$ cat src/rtl/cfu_dot_pkg.sv
// Shared types and constants for the cfu_dot_engine dot-product CFU.
// Holds the function-id and FSM state enums, the fixed Wishbone sideband
// values, and the MAC datapath widths.
package cfu_dot_pkg;

  localparam int unsigned OFFSET_W = 9;   // signed input offset width
  localparam int unsigned PROD_W   = 19;  // per-lane signed product width
  localparam int unsigned MAC_W    = 21;  // 4-lane signed sum width

  localparam logic [3:0] CFU_SEL = 4'hF;
  localparam logic [2:0] CFU_CTI = 3'b000;
  localparam logic [1:0] CFU_BTE = 2'b00;

  typedef enum logic [2:0] {
    FN_SET_OFFSET = 3'd0,
    FN_SET_LEN    = 3'd1,
    FN_CLEAR      = 3'd2,
    FN_RUN        = 3'd3,
    FN_READ_ACC   = 3'd4,
    FN_STATUS     = 3'd5,
    FN_NOP6       = 3'd6,
    FN_NOP7       = 3'd7
  } fn_e;

  typedef enum logic [2:0] {
    ST_IDLE    = 3'd0,
    ST_FETCH_A = 3'd1,
    ST_FETCH_B = 3'd2,
    ST_MAC     = 3'd3,
    ST_RESP    = 3'd4
  } state_e;

endpackage

$ cat src/rtl/cfu_dot_simd_mac.sv
// Combinational 4-lane offset-multiply-sum.
// Ports: a_word_i (4 signed activation bytes), b_word_i (4 filter bytes,
// signed or unsigned per FILTER_SIGNED), offset_i (9-bit signed offset added
// to each activation), sum_o (21-bit signed sum of the four products).
module cfu_dot_simd_mac
  import cfu_dot_pkg::*;
#(
  parameter int FILTER_SIGNED = 1
) (
  input  logic [31:0]               a_word_i,
  input  logic [31:0]               b_word_i,
  input  logic [OFFSET_W-1:0]       offset_i,
  output logic signed [MAC_W-1:0]   sum_o
);

  logic [7:0]               a_byte;
  logic [7:0]               b_byte;
  logic [9:0]               a_off;
  logic [8:0]               f_val;
  logic signed [PROD_W-1:0] prod;

  // Range of a_off is -384..382, so 10 bits never overflow.
  always_comb begin
    sum_o  = '0;
    a_byte = '0;
    b_byte = '0;
    a_off  = '0;
    f_val  = '0;
    prod   = '0;
    for (int k = 0; k < 4; k++) begin
      a_byte = a_word_i[8*k +: 8];
      b_byte = b_word_i[8*k +: 8];
      a_off  = {{2{a_byte[7]}}, a_byte} + {offset_i[OFFSET_W-1], offset_i};
      f_val  = (FILTER_SIGNED != 0) ? {b_byte[7], b_byte} : {1'b0, b_byte};
      prod   = $signed({{(PROD_W-10){a_off[9]}}, a_off})
             * $signed({{(PROD_W-9){f_val[8]}}, f_val});
      sum_o  = sum_o + MAC_W'(prod);
    end
  end

endmodule

$ cat src/rtl/cfu_dot_engine.sv
// Variable-length int8 dot-product CFU with its own Wishbone read master.
// Ports: clk/reset (async active-high); cmd_* CFU command channel;
// rsp_* CFU response channel; cfu_ram_* classic Wishbone master (reads only).
// Optional feature macro: CFU_DOT_RETRY_EN enables per-access retry on
// cfu_ram_err (up to RETRY_MAX consecutive errors before aborting).
module cfu_dot_engine
  import cfu_dot_pkg::*;
#(
  parameter int LEN_W         = 10,
  parameter int ACC_W         = 32,
  parameter int FILTER_SIGNED = 1,
  parameter int RETRY_MAX     = 3
) (
  input  logic        clk,
  input  logic        reset,
  input  logic        cmd_valid,
  output logic        cmd_ready,
  input  logic [9:0]  cmd_payload_function_id,
  input  logic [31:0] cmd_payload_inputs_0,
  input  logic [31:0] cmd_payload_inputs_1,
  output logic        rsp_valid,
  input  logic        rsp_ready,
  output logic [31:0] rsp_payload_outputs_0,
  output logic [29:0] cfu_ram_adr,
  output logic [31:0] cfu_ram_dat_mosi,
  output logic [3:0]  cfu_ram_sel,
  output logic        cfu_ram_cyc,
  output logic        cfu_ram_stb,
  output logic        cfu_ram_we,
  output logic [2:0]  cfu_ram_cti,
  output logic [1:0]  cfu_ram_bte,
  input  logic [31:0] cfu_ram_dat_miso,
  input  logic        cfu_ram_ack,
  input  logic        cfu_ram_err
);

  state_e                 state_q, state_d;
  logic                   cmd_ready_q, cmd_ready_d;
  logic                   rsp_valid_q, rsp_valid_d;
  logic [31:0]            rsp_q, rsp_d;
  logic                   cyc_q, cyc_d;
  logic [29:0]            adr_q, adr_d;
  logic [ACC_W-1:0]       acc_q, acc_d;
  logic [OFFSET_W-1:0]    offset_q, offset_d;
  logic [LEN_W-1:0]       len_q, len_d;
  logic [LEN_W-1:0]       idx_q, idx_d;
  logic [29:0]            a_base_q, a_base_d;
  logic [29:0]            b_base_q, b_base_d;
  logic [31:0]            a_word_q, a_word_d;
  logic [31:0]            b_word_q, b_word_d;
  logic                   busy_err_q, busy_err_d;
  logic                   retry_seen;
  logic                   abort;
  logic                   bus_ack, bus_err;
  fn_e                    fn;
  logic signed [MAC_W-1:0] mac_sum;
  logic [ACC_W-1:0]       acc_sum;
  logic [31:0]            acc_ext, acc_sum_ext;
  logic                   unused_ok;

`ifdef CFU_DOT_RETRY_EN
  localparam int unsigned RC_W = (RETRY_MAX > 1) ? $clog2(RETRY_MAX) : 1;
  logic            retry_seen_q, retry_seen_d;
  logic [RC_W-1:0] retry_cnt_q, retry_cnt_d;
  assign retry_seen = retry_seen_q;
  assign unused_ok  = ^{cmd_payload_function_id[9:3], cmd_payload_inputs_1[1:0]};
`else
  assign retry_seen = 1'b0;
  assign unused_ok  = ^{cmd_payload_function_id[9:3], cmd_payload_inputs_1[1:0],
                        (RETRY_MAX > 0)};
`endif

  cfu_dot_simd_mac #(.FILTER_SIGNED(FILTER_SIGNED)) u_mac (
    .a_word_i (a_word_q),
    .b_word_i (b_word_q),
    .offset_i (offset_q),
    .sum_o    (mac_sum)
  );

  assign fn          = fn_e'(cmd_payload_function_id[2:0]);
  assign bus_err     = cyc_q & cfu_ram_err;
  assign bus_ack     = cyc_q & cfu_ram_ack & ~cfu_ram_err;  // err wins over ack
  assign acc_sum     = acc_q + ACC_W'(mac_sum);
  assign acc_ext     = 32'($signed(acc_q));
  assign acc_sum_ext = 32'($signed(acc_sum));

  // Next-state, datapath and registered-output logic.
  always_comb begin
    state_d     = state_q;
    rsp_valid_d = rsp_valid_q;
    rsp_d       = rsp_q;
    cyc_d       = cyc_q;
    adr_d       = adr_q;
    acc_d       = acc_q;
    offset_d    = offset_q;
    len_d       = len_q;
    idx_d       = idx_q;
    a_base_d    = a_base_q;
    b_base_d    = b_base_q;
    a_word_d    = a_word_q;
    b_word_d    = b_word_q;
    busy_err_d  = busy_err_q;
    abort       = 1'b0;
`ifdef CFU_DOT_RETRY_EN
    retry_seen_d = retry_seen_q;
    retry_cnt_d  = retry_cnt_q;
`endif

    unique case (state_q)
      ST_IDLE: begin
        if (cmd_valid && cmd_ready_q) begin
          state_d     = ST_RESP;
          rsp_valid_d = 1'b1;
          rsp_d       = 32'd0;
          case (fn)
            FN_SET_OFFSET: offset_d = cmd_payload_inputs_0[OFFSET_W-1:0];
            FN_SET_LEN:    len_d    = cmd_payload_inputs_0[LEN_W-1:0];
            FN_CLEAR: begin
              rsp_d = acc_ext;
              acc_d = '0;
            end
            FN_RUN: begin
              a_base_d = cmd_payload_inputs_0[31:2];
              b_base_d = cmd_payload_inputs_1[31:2];
              idx_d    = '0;
              rsp_d    = acc_ext;
              if (len_q != '0) begin
                state_d     = ST_FETCH_A;
                rsp_valid_d = 1'b0;
                cyc_d       = 1'b1;
                adr_d       = cmd_payload_inputs_0[31:2];
              end
            end
            FN_READ_ACC: rsp_d = acc_ext;
            FN_STATUS: begin
              rsp_d      = {30'd0, busy_err_q, retry_seen};
              busy_err_d = 1'b0;
`ifdef CFU_DOT_RETRY_EN
              retry_seen_d = 1'b0;
`endif
            end
            default: rsp_d = 32'hFFFF_FFFF;
          endcase
        end
      end

      ST_FETCH_A, ST_FETCH_B: begin
        if (!cyc_q) begin
          cyc_d = 1'b1;  // retry gap over; reissue the held address
        end else if (bus_err) begin
`ifdef CFU_DOT_RETRY_EN
          if (int'(retry_cnt_q) + 1 >= RETRY_MAX) begin
            abort = 1'b1;
          end else begin
            retry_cnt_d  = retry_cnt_q + RC_W'(1);
            retry_seen_d = 1'b1;
            cyc_d        = 1'b0;
          end
`else
          abort = 1'b1;
`endif
        end else if (bus_ack) begin
`ifdef CFU_DOT_RETRY_EN
          retry_cnt_d = '0;
`endif
          if (state_q == ST_FETCH_A) begin
            a_word_d = cfu_ram_dat_miso;
            state_d  = ST_FETCH_B;
            adr_d    = b_base_q + 30'(idx_q);
          end else begin
            b_word_d = cfu_ram_dat_miso;
            state_d  = ST_MAC;
            cyc_d    = 1'b0;
          end
        end
      end

      ST_MAC: begin
        acc_d = acc_sum;
        if (idx_q == len_q - LEN_W'(1)) begin
          state_d     = ST_RESP;
          rsp_valid_d = 1'b1;
          rsp_d       = acc_sum_ext;
        end else begin
          idx_d   = idx_q + LEN_W'(1);
          state_d = ST_FETCH_A;
          cyc_d   = 1'b1;
          adr_d   = a_base_q + 30'(idx_q + LEN_W'(1));
        end
      end

      ST_RESP: begin
        if (rsp_ready) begin
          state_d     = ST_IDLE;
          rsp_valid_d = 1'b0;
        end
      end

      default: state_d = ST_IDLE;
    endcase

    // Abandon the run; pairs already accumulated stay in acc.
    if (abort) begin
      cyc_d       = 1'b0;
      busy_err_d  = 1'b1;
      state_d     = ST_RESP;
      rsp_valid_d = 1'b1;
      rsp_d       = acc_ext;
`ifdef CFU_DOT_RETRY_EN
      retry_cnt_d = '0;
`endif
    end

    cmd_ready_d = (state_d == ST_IDLE);
  end

  // State and datapath registers.
  always_ff @(posedge clk or posedge reset) begin
    if (reset) begin
      state_q     <= ST_IDLE;
      cmd_ready_q <= 1'b1;
      rsp_valid_q <= 1'b0;
      rsp_q       <= '0;
      cyc_q       <= 1'b0;
      adr_q       <= '0;
      acc_q       <= '0;
      offset_q    <= '0;
      len_q       <= '0;
      idx_q       <= '0;
      a_base_q    <= '0;
      b_base_q    <= '0;
      a_word_q    <= '0;
      b_word_q    <= '0;
      busy_err_q  <= 1'b0;
`ifdef CFU_DOT_RETRY_EN
      retry_seen_q <= 1'b0;
      retry_cnt_q  <= '0;
`endif
    end else begin
      state_q     <= state_d;
      cmd_ready_q <= cmd_ready_d;
      rsp_valid_q <= rsp_valid_d;
      rsp_q       <= rsp_d;
      cyc_q       <= cyc_d;
      adr_q       <= adr_d;
      acc_q       <= acc_d;
      offset_q    <= offset_d;
      len_q       <= len_d;
      idx_q       <= idx_d;
      a_base_q    <= a_base_d;
      b_base_q    <= b_base_d;
      a_word_q    <= a_word_d;
      b_word_q    <= b_word_d;
      busy_err_q  <= busy_err_d;
`ifdef CFU_DOT_RETRY_EN
      retry_seen_q <= retry_seen_d;
      retry_cnt_q  <= retry_cnt_d;
`endif
    end
  end

  assign cmd_ready             = cmd_ready_q;
  assign rsp_valid             = rsp_valid_q;
  assign rsp_payload_outputs_0 = rsp_q;
  assign cfu_ram_adr           = adr_q;
  assign cfu_ram_cyc           = cyc_q;
  assign cfu_ram_stb           = cyc_q;
  assign cfu_ram_dat_mosi      = 32'd0;
  assign cfu_ram_sel           = CFU_SEL;
  assign cfu_ram_we            = 1'b0;
  assign cfu_ram_cti           = CFU_CTI;
  assign cfu_ram_bte           = CFU_BTE;

endmodule

$ cat config.mk
export PLATFORM = sky130hd
export DESIGN_NAME = cfu_dot_engine
export DESIGN_NICKNAME = d
export VERILOG_FILES = /design/src/rtl/cfu_dot_pkg.sv /design/src/rtl/cfu_dot_simd_mac.sv /design/src/rtl/cfu_dot_engine.sv
export SDC_FILE = /design/constraint.sdc
export NUM_CORES = 2
export LEC_CHECK = 0
export CORE_ASPECT_RATIO = 1.75
export CORE_MARGIN = 5
export CORE_UTILIZATION = 49
export DETAILED_ROUTE_END_ITERATION = 16
export MAX_ROUTING_LAYER = met4
export PLACE_DENSITY_LB_ADDON = 0.25
export RECOVER_POWER = 25
export SLEW_MARGIN = 40
export SYNTH_ARGS = -nofsm -noshare
export SYNTH_HDL_FRONTEND = slang
export SYNTH_SLANG_ARGS = --single-unit
$ cat constraint.sdc
create_clock -name clk -period 22.6 [get_ports clk]
set_input_delay 2.26 -clock clk [delete_from_list [all_inputs] [get_ports clk]]
set_output_delay 2.26 -clock clk [all_outputs]
set_load 0.01 [all_outputs]
======== After elaboration in Yosys (flattened, before gate mapping) ========
Cells that the tools add are included.
storage, ports and cells
  word-level logic and storage cells ...... 147
  register bits ........................... 254
  output and inout port bits .............. 108
  bits of input ports ..................... 112
cells by class
  bitwise operators ....................... 6
  reduce and logical (&&, ||, !) cells .... 28
  multiply operators ...................... 4
  add/sub/neg operators ................... 13
  multiplexer cells ....................... 56
  equality and inequality tests ........... 25
operator list
  operator                 count
  $mux W30                 8
  $mux W32                 5
  $pmux W32 S2             2
  $pmux W32 S3             1
  $pmux W30 S3             1
  $mul A10 B8 Y18          4
  $add A8 B9 Y10           4
  $add A32 B32 Y32         1
  $add A30 B10 Y30         1
  $add A30 B11 Y30         1
  $mux W10                 3
  $mux W3                  9
  $mux W1                  23
  $add A21 B18 Y21         1
  $add A19 B18 Y20         1
  $pmux W10 S2             1
  $add A18 B18 Y19         1
  $reduce_and A3 Y1        6
  $ne A3 B3 Y1 const B     5
  $reduce_and A5 Y1        3
  $ne A2 B2 Y1 const B     7
  $eq A3 B2 Y1 const B     4
  $pmux W3 S4              1
  $add A10 B1 Y11 const B  1
  20 further kinds         38

======== Longest topological paths before layout ========
  depth after elaboration ................. 9
  depth in mapped cells ................... 57
  mapped depth without buffers ............ 57

======== Modules after synthesis ========
A second synthesis with hierarchy kept.
unflattened totals
  cell total of the unflattened synthesis .. 3199
  area, all modules ....................... 29448.2 um^2
modules (own cells, without submodules)
  module            area each (um^2)  cells each  sequential area each (um^2)  times used
  cfu_dot_simd_mac  15015.7           1624        0.0                          1
  cfu_dot_engine    14432.6           1575        6357.3                       1

======== Least setup slack after synthesis ========
OpenSTA, ideal clock, no wires.
  path kind ............................... register to register
  start point ............................. register offset_q[1]
  end point ............................... register rsp_q[31] (netlist: rsp_payload_outputs_0[31])
  data arrival time ....................... 13.845 ns
  cell stages (with the launch flop) ...... 54
  library setup time ...................... 0.126 ns
  required time ........................... 22.474 ns
  slack ................................... 8.629 ns
  clock period less this slack ............ 13.971 ns
  buffers on the path ..................... 1
  path through ............................ dfrtp_1 -> ha_1 -> a21o_1 -> a21oi_1 -> o21bai_1 -> a21oi_1 -> o21bai_1 -> a21oi_1 -> nor2b_1 -> o22ai_1 -> and2_1 -> inv_1 -> fa_1 -> inv_1 -> fa_1 -> fa_1 -> fa_1 -> fa_1 -> (+18 left out) -> ha_1 -> and3_1 -> and3_1 -> o2111ai_1 -> a31o_2 -> a21oi_1 -> ha_1 -> clkbuf_1 -> a21o_1 -> a21o_1 -> a21oi_1 -> o21ai_0 -> a21oi_1 -> o21ai_0 -> nor4_4 -> a2bb2oi_2 -> xor2_1 -> a221o_1
on the way
  cells in the longest elaborated chain, start to end .. 9
  elaborated cells on any way between the ends .. 15
  classes of those cells .................. add/sub (8); mul (4); mux (3)
ends and longest elaborated chain
  item                    line                    RTL
  from (decl)             cfu_dot_engine.sv:44    logic [OFFSET_W-1:0] offset_q, offset_d;
  from (signal assigned)  cfu_dot_engine.sv:247   offset_q <= offset_d;
  $add A8 B9 Y10          cfu_dot_simd_mac.sv:33  a_off = {{2{a_byte[7]}}, a_byte} + {offset_i[OFFSET_W-1], offset_i};
  $mul A10 B8 Y18         cfu_dot_simd_mac.sv:36  * $signed({{(PROD_W-9){f_val[8]}}, f_val});
  $add A18 B18 Y19        cfu_dot_simd_mac.sv:37  sum_o = sum_o + MAC_W'(prod);
  $add A19 B18 Y20        cfu_dot_simd_mac.sv:37
  $add A21 B18 Y21 *      cfu_dot_simd_mac.sv:37
  $add A32 B32 Y32 *      cfu_dot_engine.sv:83    assign acc_sum = acc_q + ACC_W'(mac_sum);
  $mux W32 *              cfu_dot_engine.sv:180   if (idx_q == len_q - LEN_W'(1)) begin
  $pmux W32 S2 *          cfu_dot_engine.sv:109   unique case (state_q)
  $mux W32 *              cfu_dot_engine.sv:203   if (abort) begin
  to (signal assigned)    cfu_dot_engine.sv:243   rsp_q <= rsp_d;
  to (decl)               cfu_dot_engine.sv:40    logic [31:0] rsp_q, rsp_d;
Mark *: on every way between the ends. The rest lies on a longest branch, timed or not. The select of a mux whose other input is x is not followed.
A chain may end at the register's enable or synchronous reset.

======== Worst setup path after layout ========
Same ends and word-level chain as after synthesis.

==> flow_summary.json <==
{
  "synth_top_family_by_area": "adder cells",
  "track_usage_pct": 25.8,
  "tightestPinTransition_ps": 5200,
  "reg2reg_slack_ps": 6730,
  "final_antenna_net_count": 0,
  "grt_pass1_wl_mm": 130,
  "grt_antenna_before_repair": 2,
  "violations": "capacitance limit, slew limit",
  "p_int_uw": 2060,
  "io_pins": 220,
  "p_sw_share_pct": 50.4,
  "dpl.cell_count": 3968,
  "p_comb_share_pct": 67.5,
  "synth.largest_area_cell": "fa_1",
  "cp_data_required_time_ps": 23060,
  "gr-total-overflow": 0,
  "avgSynthCellArea_um2": 9.36,
  "final_hold_viol_count": 0,
  "min_period_ps": 15870,
  "drive_above_1_share_pct": 5.83,
  "final.fill_count": 5336,
  "synthXorXnorAreaFrac_pct": 4.99,
  "slew_headroom_pct": -248,
  "crit_top_cell": "fa_1",
  "ys.flop_type": "dfrtp_1",
  "drt_iter0_markers": 1204,
  "synth.distinct_cells": 88,
  "cpPeakStageDelay_ps": 800,
  "cpMaxStageDelayCell": "dfrtp_1",
  "grt_pass1_vias": 24300,
  "final_common_cell": "inv_1",
  "ys_seq_area_share_pct": 21.8,
  "cts_setup_buffers": 0,
  "clockBufferDepth": 3,
  "final_nets": 3930,
  "critical_path_class": "reg2reg",
  "die_area_um2": 64600,
  "wl_met1_mm": 28.9,
  "ys_async_sr_fraction_pct": 100,
  "top_layer_used": "met4",
  "pwr-share-clk_pct": 11.7,
  "h-tree-depth": 1,
  "yosysWarnings": 0,
  "coreArea_um2": 59100,
  "grt_max_degree": 112,
  "yosys.area_share.simple_pct": 15.1,
  "fmax_mhz": 63.0,
  "cp-end-kind": "register",
  "row_count": 118,
  "status": "finished, violations left",
  "synth_compound_area_share_pct": 9.80,
  "power_uw": 4150,
  "cts-root-buf": "clkbuf_16",
  "ir_drop_v": 0.0000889,
  "synth.area.mux_share_pct": 3.64,
  "worstPathArrival_ps": 16340,
  "place_congestion": 0.962,
  "syn_inst": 3111,
  "crit_family": "adder cells",
  "route.detailed.drc": 0,
  "synth_top_area_share_pct": 26.3,
  "hold_buffers": 0,
  "cts_resized": 0,
  "die_x_um": 194,
  "slew_viol_final": 185,
  "wirelength_mm": 80.2,
  "portBuffers": 168,
  "power.density_nw_per_um2": 129,
  "areaGrowthSynthToFinish_pct": 10.9,
  "die_h_um": 333,
  "clk-insertion-delay-late_ps": 590,
  "synth_edf_count": 0,
  "synth_fa_ha_area_share_pct": 35.7,
  "p_seq_share_pct": 20.7,
  "start_util_pct": 49.3,
  "wl_per_cell_um": 19.9,
  "drt_pass1_iterations": 12,
  "finalSetupTns_ps": 0,
  "rsz0062_at_grt": "no",
  "final_cell_mix": "inv_1, nand2_1, fa_1",
  "cts_tree": "yes",
  "ys_ff_latch": 254,
  "cts_buffers": 28,
  "clock-sinks": 254,
  "cap_violations": 2,
  "setup_viol": 0,
  "synthTopCellsByArea": "fa_1, dfrtp_1, ha_1",
  "hp-class": "reg2reg",
  "p_sw_uw": 2090,
  "vias_per_cell": 5.52,
  "clkTransAtPathRegs_ps": 80,
  "cp-start-kind": "register",
  "wl_met2_mm": 42.5,
  "dp_hpwl_mm": 63.8,
  "clock_skew_ps": 14.2,
  "cp_num_buf_inv": 8,
  "vias": 22200,
  "p_leak_uw": 0.0161,
  "period_share_pct": 70.2,
  "syn_area_um2": 29100,
  "final_cell_count_no_fill": 4023,
  "crit_fanout": 15,
  "wl_met3_mm": 3.73
}
metal layers:
| metal | global-route usage (%) | vias to the layer above |
|---|---|---|
| met4 | 13.0 | 0 |
| met2 | 46.2 | 722 |
| met5 | - | - |
| li1 | - | 10100 |
| met1 | 28.1 | 11200 |
| met3 | 3.07 | 229 |
cell families (layout without fill, tap and decap cells):
family                     Yosys count  in the layout
buffers and inverters              629            718
other                                2             45
and+or+nand+nor                    925            925
DFF                                254            254
muxes                               95             95
AOI/OAI and AO/OA                  440            440
adders and majority gates          600            600
xor gates and xnor gates           166            166
final timing paths:
path | start | endpoint | cells past startpoint
max in group asynchronous | reset | offset_q[3]$_DFFE_PP0P_ | 3
min in group asynchronous | reset | cfu_ram_adr[3]$_DFFE_PP0P_ | 2
hold / removal | b_base_q[2]$_DFFE_PP0P_ | b_base_q[2]$_DFFE_PP0P_ | 2
hold reg to reg | b_base_q[2]$_DFFE_PP0P_ | b_base_q[2]$_DFFE_PP0P_ | 2
setup reg to reg | offset_q[1]$_DFFE_PP0P_ | rsp_payload_outputs_0[31]$_DFFE_PP0P_ | 53
setup / recovery | offset_q[1]$_DFFE_PP0P_ | rsp_payload_outputs_0[31]$_DFFE_PP0P_ | 53
cell usage after synthesis (all sizes together), types with 40 or more instances:
| master | instances |
|---|---|
| inv | 479 |
| ha | 217 |
| a21o | 41 |
| a21oi | 159 |
| nor2 | 158 |
| mux2 | 87 |
| clkbuf | 83 |
| buf | 65 |
| nor3 | 40 |
| o21ai | 75 |
| fa | 383 |
| xor2 | 52 |
| xnor2 | 114 |
| dfrtp | 253 |
| and2 | 168 |
| nand2 | 385 |
flip-flops by register name (all words and copies together), names as in the netlist:
| name | count |
|---|---|
| idx_q | 10 |
| offset_q | 9 |
| busy_err_q | 1 |
| a_base_q | 30 |
| b_word_q | 32 |
| cfu_ram_adr | 30 |
| cmd_ready | 1 |
| rsp_payload_outputs_0 | 32 |
| rsp_valid | 1 |
| acc_ext | 32 |
| state_q | 3 |
| a_word_q | 32 |
| cfu_ram_cyc | 1 |
| b_base_q | 30 |
| len_q | 10 |
per-stage QoR:
stage                     utilization, %  instance area (µm²)  hold WS (ps)  setup slack, ps
after floorplan                        -                29300           443             8630
after global placement              53.0                31300           455             6900
after detailed placement            53.0                31300           462             6920
after CTS                           54.6                32300           477             6840
after global routing                54.7                32300           504             6060
final                               54.7                32300           474             6730
tightest hold or removal path: stages, from the launching register on:
cell and delay (ps):
dfrtp_1 350, nand2_1 50, nand2_1 50
layout make-up:
| class | count | area (µm²) | share of cell area (%) |
|---|---|---|---|
| diodes | 3 | 7.51 | 0.0232 |
| clock buffers | 43 | 838 | 2.60 |
| clock inverters | 9 | 108 | 0.333 |
| inverters | 481 | 1810 | 5.59 |
| multi-input cells | 2268 | 20400 | 63.1 |
| flip-flops and latches | 254 | 6360 | 19.7 |
| well taps | 780 | 976 | 3.02 |
| repair buffers | 185 | 1810 | 5.60 |
power groups by stage:
stage	clock network, µW	logic (µW)	registers (µW)
floorplan	0	1940	792
global placement	0	2710	854
finish	486	2800	861
detailed placement	0	2780	864
global route	513	3130	884
CTS	498	2810	860
Power figures use the tool's default switching activity.
